**src/rtl/pipe_skid_reg.sv**
```systemverilog
// pipe_skid_reg: generic pipeline stage register with a valid/ready handshake,
// a 2-entry skid buffer and a synchronous flush. Callers concatenate their
// stage fields into in_data.
//
// Ports:
//   clk        rising-edge clock
//   rst_n      synchronous active-low reset
//   in_valid   upstream word present
//   in_ready   stage can accept a word (registered)
//   in_data    upstream payload [DATA_W]
//   out_valid  stage holds a word for downstream (registered)
//   out_ready  downstream accepts the word
//   out_data   payload of the oldest held word (registered) [DATA_W]
//   flush      kill all held words
//   occupancy  number of words held, 0..2
//   stall_cnt  saturating count of out_valid & !out_ready cycles [CNT_W]
//              (present only when PIPE_STAT_EN is defined)
//
// Build option: define PIPE_STAT_EN to add the stall counter.

module pipe_skid_reg #(
  parameter int unsigned       DATA_W   = 32,
  parameter logic [DATA_W-1:0] RST_DATA = '0,
  parameter int unsigned       CNT_W    = 16
) (
  input  logic              clk,
  input  logic              rst_n,
  input  logic              in_valid,
  output logic              in_ready,
  input  logic [DATA_W-1:0] in_data,
  output logic              out_valid,
  input  logic              out_ready,
  output logic [DATA_W-1:0] out_data,
  input  logic              flush,
  output logic [1:0]        occupancy
`ifdef PIPE_STAT_EN
  ,
  output logic [CNT_W-1:0]  stall_cnt
`endif
);

  localparam int unsigned OCC_W = 2;

  // Parameter sanity checks at elaboration
  if (DATA_W == 0) begin : g_data_w_check
    $error("pipe_skid_reg: DATA_W must be at least 1");
  end
  if (CNT_W == 0) begin : g_cnt_w_check
    $error("pipe_skid_reg: CNT_W must be at least 1");
  end

  // State encoding equals the number of held words
  typedef enum logic [OCC_W-1:0] {
    S_EMPTY = 2'd0,
    S_ONE   = 2'd1,
    S_TWO   = 2'd2
  } state_t;

  state_t            state;
  state_t            state_nxt;
  logic [DATA_W-1:0] skid_data;
  logic [DATA_W-1:0] main_nxt;
  logic [DATA_W-1:0] skid_nxt;
  logic              acc;
  logic              pop;

  assign occupancy = OCC_W'(state);

  // Next-state and datapath selection; flush overrides any handshake
  always_comb begin
    state_nxt = state;
    main_nxt  = out_data;
    skid_nxt  = skid_data;
    acc       = in_valid & in_ready;
    pop       = out_valid & out_ready;
    if (flush) begin
      state_nxt = S_EMPTY;
    end else begin
      case (state)
        S_EMPTY: begin
          if (acc) begin
            main_nxt  = in_data;
            state_nxt = S_ONE;
          end
        end
        S_ONE: begin
          if (acc && pop) begin
            main_nxt = in_data;
          end else if (acc) begin
            skid_nxt  = in_data;
            state_nxt = S_TWO;
          end else if (pop) begin
            state_nxt = S_EMPTY;
          end
        end
        S_TWO: begin
          // in_ready is low here, so only a pop can happen
          if (pop) begin
            main_nxt  = skid_data;
            state_nxt = S_ONE;
          end
        end
        default: state_nxt = S_EMPTY;
      endcase
    end
  end

  // State, data and handshake registers; handshake flags follow next state
  always_ff @(posedge clk) begin
    if (!rst_n) begin
      state     <= S_EMPTY;
      out_valid <= 1'b0;
      in_ready  <= 1'b1;
      out_data  <= RST_DATA;
      skid_data <= RST_DATA;
    end else begin
      state     <= state_nxt;
      out_valid <= (state_nxt != S_EMPTY);
      in_ready  <= (state_nxt != S_TWO);
      out_data  <= main_nxt;
      skid_data <= skid_nxt;
    end
  end

`ifdef PIPE_STAT_EN
  // Saturating stall counter; only reset clears it
  always_ff @(posedge clk) begin
    if (!rst_n) begin
      stall_cnt <= '0;
    end else if (out_valid && !out_ready && (stall_cnt != {CNT_W{1'b1}})) begin
      stall_cnt <= stall_cnt + CNT_W'(1);
    end
  end
`endif

endmodule
```
**config.mk**
```make
export PLATFORM = sky130hd
export DESIGN_NAME = pipe_skid_reg
export DESIGN_NICKNAME = d
export VERILOG_FILES = /design/src/rtl/pipe_skid_reg.sv
export SDC_FILE = /design/constraint.sdc
export NUM_CORES = 1
export LEC_CHECK = 0
export ABC_AREA = 0
export CAP_MARGIN = 20
export CELL_PAD_IN_SITES_DETAIL_PLACEMENT = 1
export CELL_PAD_IN_SITES_GLOBAL_PLACEMENT = 2
export CORE_AREA = 2 2 97 99
export CTS_CLUSTER_DIAMETER = 60
export DETAILED_ROUTE_END_ITERATION = 6
export DIE_AREA = 0 0 99 101
export DONT_BUFFER_PORTS = 1
export MAX_ROUTING_LAYER = met4
export PLACE_DENSITY = 0.81
export SYNTH_ARGS = -nofsm -noshare
export SYNTH_HDL_FRONTEND = slang
export SYNTH_SLANG_ARGS = --single-unit
```
**constraint.sdc**
```tcl
create_clock -name clk -period 1.4 [get_ports clk]
set_input_delay 0.14 -clock clk [delete_from_list [all_inputs] [get_ports clk]]
set_output_delay 0.14 -clock clk [all_outputs]
set_load 0.03 [all_outputs]
```
# [Yosys cells after proc, flatten, opt, wreduce, memory -nomap -nowiden]
# Index checks and enable logic that the tools add are counted.
[classes] reduce_logical=6 mux=11 eq_ne=6 n_bitwise=4
[ops] cell="2-to-1 mux 32 bit" n=3
[ops] cell="case mux 32 bit (3 select lines)" n=1
[ops] cell="2-to-1 mux 2 bit" n=6
[ops] cell="!= test 2 bit, second input constant" n=4
[ops] cell="case mux 2 bit (3 select lines)" n=1
[ops] cell="AND reduction 5 bit" n=1
[ops] cell="AND reduction 4 bit" n=1
[ops] cell="nonzero test 3 bit" n=1
[ops] cell="bitwise AND 1 bit" n=2
[ops] cell="== test 2 x 1 -> 1 bit, second input constant" n=1
[ops] cell="== test 2 bit, second input constant" n=1
[ops] cell="logical NOT 2 bit" n=1
[ops] cell="inverter 1 bit" n=2
[ops] cell="nonzero test 2 bit" n=1
[ops] cell="logical AND 1 bit" n=1
[totals] in_bits=37 regBits=68 elab_cells=32

# [Longest topological paths before layout]
# Gate-level depths: netlist of the first run.
[logic_depth] ltp_word=7 mapped_depth=7 mapped_depth_nobuf=4

# [Least setup slack after synthesis of the first run]
# Ideal clock, no wire load.
[synth_timing] path_type="reg2reg" start="register in_ready" end="register out_data[0]" stages_incl_launch_ff=7 t_required_ps=1274 path_buffers=2 setup_ps=126 t_arrival_ps=1555 path_slack_ps=-281 period_less_slack_ps=1681 path_cell_list="dfxtp_1 > nand3b_1 > a211oi_4 > or2_1 > buf_4 > buf_6 > a21oi_2"
[synth_via] elab_chain_cells=4 elab_cells_between_ends=5 classes_between="eq/ne: 2; bitwise: 1; reduce/logical: 2"
[synth_lines] item="start: declaration" line_no="29" rtl="output logic in_ready,"
[synth_lines] item="start signal: assignment" line_no="119" rtl="in_ready <= (state_nxt != S_TWO);"
[synth_lines] item="bitwise AND 1 bit *" line_no="74" rtl="acc = in_valid & in_ready;"
[synth_lines] item="logical AND 1 bit" line_no="87" rtl="if (acc && pop) begin"
[synth_lines] item="!= test 2 bit (no source line)"
[synth_lines] item="AND reduction 5 bit (no source line) *"
[synth_lines] item="end signal: assignment" line_no="120" rtl="out_data <= main_nxt;"
[synth_lines] item="end: declaration" line_no="33" rtl="output logic [DATA_W-1:0] out_data,"
# Mark *: on every way between the ends. The rest lies on a longest branch, timed or not.
# A chain may end at the register's enable or synchronous reset.

# [Worst setup path after layout of the first run]
[layout_timing] start="register state[1], in the netlist occupancy[1]" end="register skid_data[3]"
[layout_via] elab_chain_cells=2
[layout_lines] item="start: declaration" line_no="59" rtl="state_t state;"
[layout_lines] item="start signal: assignment" line_no="117" rtl="state <= state_nxt;"
[layout_lines] item="== test 2 x 1 -> 1 bit" line_no="79" rtl="case (state)"
[layout_lines] item="AND reduction 4 bit (no source line)"
[layout_lines] item="end signal: assignment" line_no="121" rtl="skid_data <= skid_nxt;"
[layout_lines] item="end: declaration" line_no="61" rtl="logic [DATA_W-1:0] skid_data;"
# No other way between the ends.

==> reports/qor.yml, run 1 <==
gp_congestion: 0.764
post_drt_wl_per_cell_um: 18.4
cp_data_required_time_ps: 1670
die_height_um: 101
synth_top_area_cell: "dfxtp_1"
cts_buffer_depth: 2
drv_cap: 0
violations: "negative setup slack"
dp_hpwl_um: 5180
drt-initial-drc-count: 49
grt_pass1_wl_um: 13900
port_buffers: 0
cts_tree: "done"
period_minus_slack_ps: 1570
drt_first_pass_iters: 4
synthFlopType: "dfxtp_1"
finalHoldViolCount: 0
vias: 2476
drive_gt1_frac: 0.315
critPathKind: "reg2reg"
whs_ps: 21.8
finish.net_count: 394
initial_core_util: 0.333
finalSetupTns_ps: -9030
clk_pin_slew_ps: 70
layout_setup_ws_ps: -169
syn_area_per_cell_um2: 9.63
end_kind: "flip-flop"
synthCells: 310
syn_to_final_growth_pct: 36.7
critPathMaxFanout: 7
dieArea_um2: 10000
reg2reg_from: "occupancy[1]$_SDFF_PN0_"
crit_arrival_ps: 1840
power.total_mw: 4.26
ir_drop_mv: 0.489
synth_area_um2: 2990
antenna_found_initial: 0
synth.area.top_cells: "dfxtp_1 (46%), mux2i_1 (11%), a21oi_2 (8.8%), nand2_1 (8.5%), a21boi_1 (8.0%)"
dp_cells: 415
clk_latency_ps: 340
cts_made_buffers: 9
tightest_slew_ps: 367
rows: 35
ys_types: 24
holdCritPathClass: "in2reg"
drv_slew: 0
clkSinkCount: 68
grtUsageTotal: 0.182
synth.net_count: 347
core_area_um2: 8980
antenna_left: 0
cts_root_buffer: "clkbuf_8"
fin_crit_sh: 1.12
start_kind: "flip-flop"
setup.worst_path.start: "occupancy[1]$_SDFF_PN0_"
status: "complete, but fails checks"
grt-ovfl-total: 0
rsz0062_at_grt: "true"
grt_max_degree: 66
finClkSkew_ps: 5.38
synthArstFlopShare: 0
power_leakage_nw: 1.77
diodes: 0
synth_edf_count: 0
grt_pass1_vias: 2699
io_pins: 73
power_density_nw_per_um2: 1040
ys_seq_area_frac: 0.456
htreeDepth: 3
drc: 0
fmax_mhz: 638
holdCritStartpoint: "in_data[1]"
ys_ff_latch: 68
synth.top_cells.by_count: "dfxtp_1 (68), nand2_1 (68), mux2i_1 (33)"
stdcell_count: 473
yosys_warnings: 0
relSlewSlack: 0.755
yosysTopAreaCellShare: 0.456
fp.dieW_um: 99
setup_viol: 64
routed_wl_um: 8700
via_per_inst: 5.23
==> final timing paths <==
kind,endpoint,slack [ps],depth (start not counted)
worst max-delay path,skid_data[3]$_SDFFE_PN0P_,-170,7
worst max register to register,skid_data[3]$_SDFFE_PN0P_,-170,7
worst min-delay path,out_data[1]$_SDFFE_PN0P_,20,2
worst min register to register,skid_data[28]$_SDFFE_PN0P_,450,2
==> state kept, by name, summed over array words and instances (netlist names) <==
signal     count
skid_data     32
out_valid      1
in_ready       1
out_data      32
occupancy      2
==> kinds of logic (layout without fill, tap and decap cells) <==
kind of cell           count (synthesis)  in the layout  share of synthesized area
AOI/OAI and AO/OA                    103            103                      0.274
and+or+nand+nor                       77             77                      0.107
DFF                                   68             68                      0.456
muxes                                 33             33                      0.111
buffers and inverters                 29             81                     0.0528
==> power breakdown <==
group | internal (mW) | leakage (nW) | total [mW] | switching [mW]
combinational | 0.270 | 1.13 | 0.540 | 0.270
clock | 0.742 | 0.0896 | 1.49 | 0.745
sequential | 2.02 | 0.556 | 2.23 | 0.211
total | 3.03 | 1.77 | 4.26 | 1.23
==> cell type report <==
cell class	instances	area (µm²)
Timing Repair Buffer	64	739
Sequential cell	68	1370
Clock buffer	13	159
Tap cell	111	139
Clock inverter	3	21.3
Inverter	1	3.75
Fill cell	983	4890
Multi-Input combinational cell	213	1650
==> repair_timing <==
item,4_1_cts,5_1_grt
cloned,1,3
resized for setup,4,51
setup endpoints to repair,64,64
setup buffers,2,2
endpoints found under the hold margin,68,1
hold buffers,34,1
pin swaps,0,32
==> per-stage QoR <==
stage,util,area [µm²],setup WS [ps]
detailed placement,0.360,3230,-140
CTS,0.426,3820,-122
global placement,0.360,3230,-29.6
floorplan,-,3020,-127
finish,0.455,4080,-169
global route,0.455,4080,-285
==> critical path, cell delays in order (launching register included) <==
cell and delay [ps]:
dfxtp_4 340, nand3b_1 260, buf_6 190, nor3_4 220, buf_6 160, buf_12 150, nand2_2 50, a21boi_1 130
==> metal layers <==
| metal | part of all wire | track usage | vias up | wire [µm] |
|---|---|---|---|---|
| met2 | 0.54 | 0.327 | 49 | 4670 |
| li1 | - | - | 1189 | - |
| met4 | 0.012 | 0.0569 | 0 | 104 |
| met3 | 0.048 | 0.0520 | 11 | 420 |
| met1 | 0.40 | 0.195 | 1227 | 3510 |
| met5 | 0 | - | - | 0 |
==> layout by cell type, fill, tap and decap left out, types with 2 or more instances in the layout <==
cell type,synthesis,routed
a21boi_2,0,11
clkbuf_8,0,11
dfxtp_1,68,64
a21oi_1,5,4
buf_4,1,14
nand2_1,68,51
o31ai_1,32,32
mux2i_1,33,33
clkbuf_1,11,2
a21boi_1,32,21
nand2_2,0,4
nand2_4,0,13
buf_12,0,6
dlygate4sd3_1,0,34
a21oi_2,30,31
dfxtp_4,0,2
clkbuf_16,0,3
buf_6,4,5
dfxtp_2,0,2
(Power assumes the default switching activity.)
==> run 2, diff against run 1 <==
--- a/config.mk
+++ b/config.mk
@@ -9,13 +9,14 @@
 export CAP_MARGIN = 20
 export CELL_PAD_IN_SITES_DETAIL_PLACEMENT = 1
 export CELL_PAD_IN_SITES_GLOBAL_PLACEMENT = 2
-export CORE_AREA = 2 2 97 99
+export CORE_AREA = 2 2 95 97
+export CTS_BUF_LIST = sky130_fd_sc_hd__clkbuf_8
 export CTS_CLUSTER_DIAMETER = 60
 export DETAILED_ROUTE_END_ITERATION = 6
-export DIE_AREA = 0 0 99 101
+export DIE_AREA = 0 0 97 99
 export DONT_BUFFER_PORTS = 1
 export MAX_ROUTING_LAYER = met4
-export PLACE_DENSITY = 0.81
+export PLACE_DENSITY = 0.84
 export SYNTH_ARGS = -nofsm -noshare
 export SYNTH_HDL_FRONTEND = slang
 export SYNTH_SLANG_ARGS = --single-unit
==> reports/qor.yml, run 2 (same netlist as run 1, synthesis figures left out) <==
cts_root_buffer: "clkbuf_8"
ff2ff_setup_slack_ps: -150
htreeDepth: 3
drt_first_pass_iters: 4
antenna_left: 0
grt_pass1_wl_um: 14100
ir_drop_mv: 0.467
power_density_nw_per_um2: 1100
drc: 0
reg2reg_from: "occupancy[1]$_SDFF_PN0_"
post_drt_wl_per_cell_um: 18.3
finClkSkew_ps: 10.7
sw_frac_of_total: 0.280
dp_hpwl_um: 5080
clkSinkCount: 68
drt-initial-drc-count: 77
dp_cells: 414
dieArea_um2: 9600
drv_slew: 0
grt_pass1_vias: 2757
grtUsageTotal: 0.189
final_area_um2: 3960
critPathMaxFanout: 8
fin_crit_sh: 1.10
final_common_cell: "nand2_1"
clk_pin_slew_ps: 80
crit_slowest_cell: "dfxtp_4"
grt-ovfl-total: 0
port_buffers: 0
finalHoldViolCount: 0
end_kind: "flip-flop"
fp.dieW_um: 97
fill_cells: 942
period_minus_slack_ps: 1550
fmax_mhz: 647
clk_latency_ps: 340
cts_made_buffers: 9
core_area_um2: 8550
layout_setup_ws_ps: -147
pwr-share-comb: 0.121
cts_buffer_depth: 2
via_per_inst: 5.23
grt_max_degree: 65
crit_chain: "nand3b_1, a211oi_4, or2_4, clkbuf_16, a21oi_2"
clkPwrFrac: 0.370
violations: "negative setup slack"
syn_to_final_growth_pct: 32.7
setup.worst_path.start: "occupancy[1]$_SDFF_PN0_"
place_area_um2: 3230
drv_cap: 0
rr_endpoint: "out_data[25]$_SDFFE_PN0P_"
tightest_slew_ps: 384
initial_core_util: 0.349
holdCritPathClass: "in2reg"
cts_tree: "done"
slowest_delay_ps: 340
routed_wl_um: 8660
p_int_mw: 3.15
antenna_found_initial: 0
start_kind: "flip-flop"
r2r_cells: 5
endpoint: "out_data[25]$_SDFFE_PN0P_"
crit_arrival_ps: 1770
critPathKind: "reg2reg"
diodes: 0
die_height_um: 99
finish.net_count: 397
setup_viol: 64
drive_gt1_frac: 0.241
power_leakage_nw: 1.68
relSlewSlack: 0.743
vias: 2473
power.total_mw: 4.38
status: "complete, but fails checks"
cp_data_required_time_ps: 1620
stdcell_count: 473
p_seq_frac: 0.509
rsz0062_at_grt: "true"
rows: 34
mostFrequentLayoutCells: "nand2_1 (68), dfxtp_1 (64), dlygate4sd3_1 (36)"
switching_power_mw: 1.23
io_pins: 73
gp_congestion: 0.698
run 2: cell types whose count changed in the layout (fill, tap and decap cells not counted), sizes merged:
cell / before / now
buf: 27 / 28
bufinv: 0 / 1
clkbuf: 16 / 13
clkinv: 2 / 3
clkinvlp: 1 / 0
dlygate4sd3: 34 / 36
inv: 1 / 3
run 2: layout make-up:
type	instances	area, µm²	area share
multi-input combinational	213	1510	0.380
sequential	68	1370	0.346
timing repair buffer	67	754	0.190
clock buffer	10	138	0.0347
tap	108	135	0.0341
clock inverter	6	56.3	0.0142
inverter	1	3.75	0.000947
run 2: per-stage QoR:
stage / hold WS, ps / worst slack (ps) / TNS [ps] / util
2_1_floorplan: 240 / -127 / -7100 / -
3_3_place_gp: 272 / -50.1 / -1410 / 0.378
3_5_place_dp: 272 / -57.6 / -2070 / 0.378
4_1_cts: 1.03 / -89.3 / -3790 / 0.453
5_1_grt: 13.9 / -242 / -12470 / 0.464
6_report: 14.6 / -147 / -5720 / 0.464
run 2: critical path: cells and delay by family, from the launching register on:
family                 cells  cell delay (ps)
AOI/OAI and AO/OA          2              390
buffers and inverters      1              200
DFF                        1              340
and+or+nand+nor            2              510
run 2: power by group through the flow:
| stage | sequential (mW) | clock [mW] | combinational (mW) |
|---|---|---|---|
| final | 2.23 | 1.62 | 0.530 |
| after floorplan | 2.26 | 0 | 0.296 |
| after global placement | 2.27 | 0 | 0.352 |
| after detailed placement | 2.28 | 0 | 0.362 |
| after CTS | 2.23 | 1.67 | 0.492 |
| after global routing | 2.24 | 1.74 | 0.581 |
run 2: worst min path at each step:
| stage | end | start | slack [ps] | cells past startpoint |
|---|---|---|---|---|
| 6_report | out_data[5]$_SDFFE_PN0P_ | in_data[5] | 10 | 2 |
| 5_1_grt | out_data[9]$_SDFFE_PN0P_ | in_data[9] | 10 | 2 |
| 4_1_cts | out_data[5]$_SDFFE_PN0P_ | in_data[5] | 1 | 2 |
| 3_5_place_dp | occupancy[1]$_SDFF_PN0_ | out_ready | 270 | 1 |
| 3_3_place_gp | occupancy[1]$_SDFF_PN0_ | out_ready | 270 | 1 |
| 2_1_floorplan | occupancy[1]$_SDFF_PN0_ | out_ready | 240 | 1 |
run 2: metal layers:
| metal | global-route usage | vias to the layer above | wire (µm) |
|---|---|---|---|
| li1 | - | 1199 | - |
| met1 | 0.217 | 1207 | 3670 |
| met2 | 0.320 | 55 | 4360 |
| met3 | 0.0539 | 12 | 510 |
| met4 | 0.0607 | 0 | 122 |
| met5 | - | - | 0 |
run 2: what timing repair did:
action                                  4_1_cts  5_1_grt
cloned                                        1        3
hold buffers                                 37        0
endpoints found under the setup margin       64       65
gates resized for setup                       5        5
hold endpoints to repair                     67        0
buffers inserted                              2        0
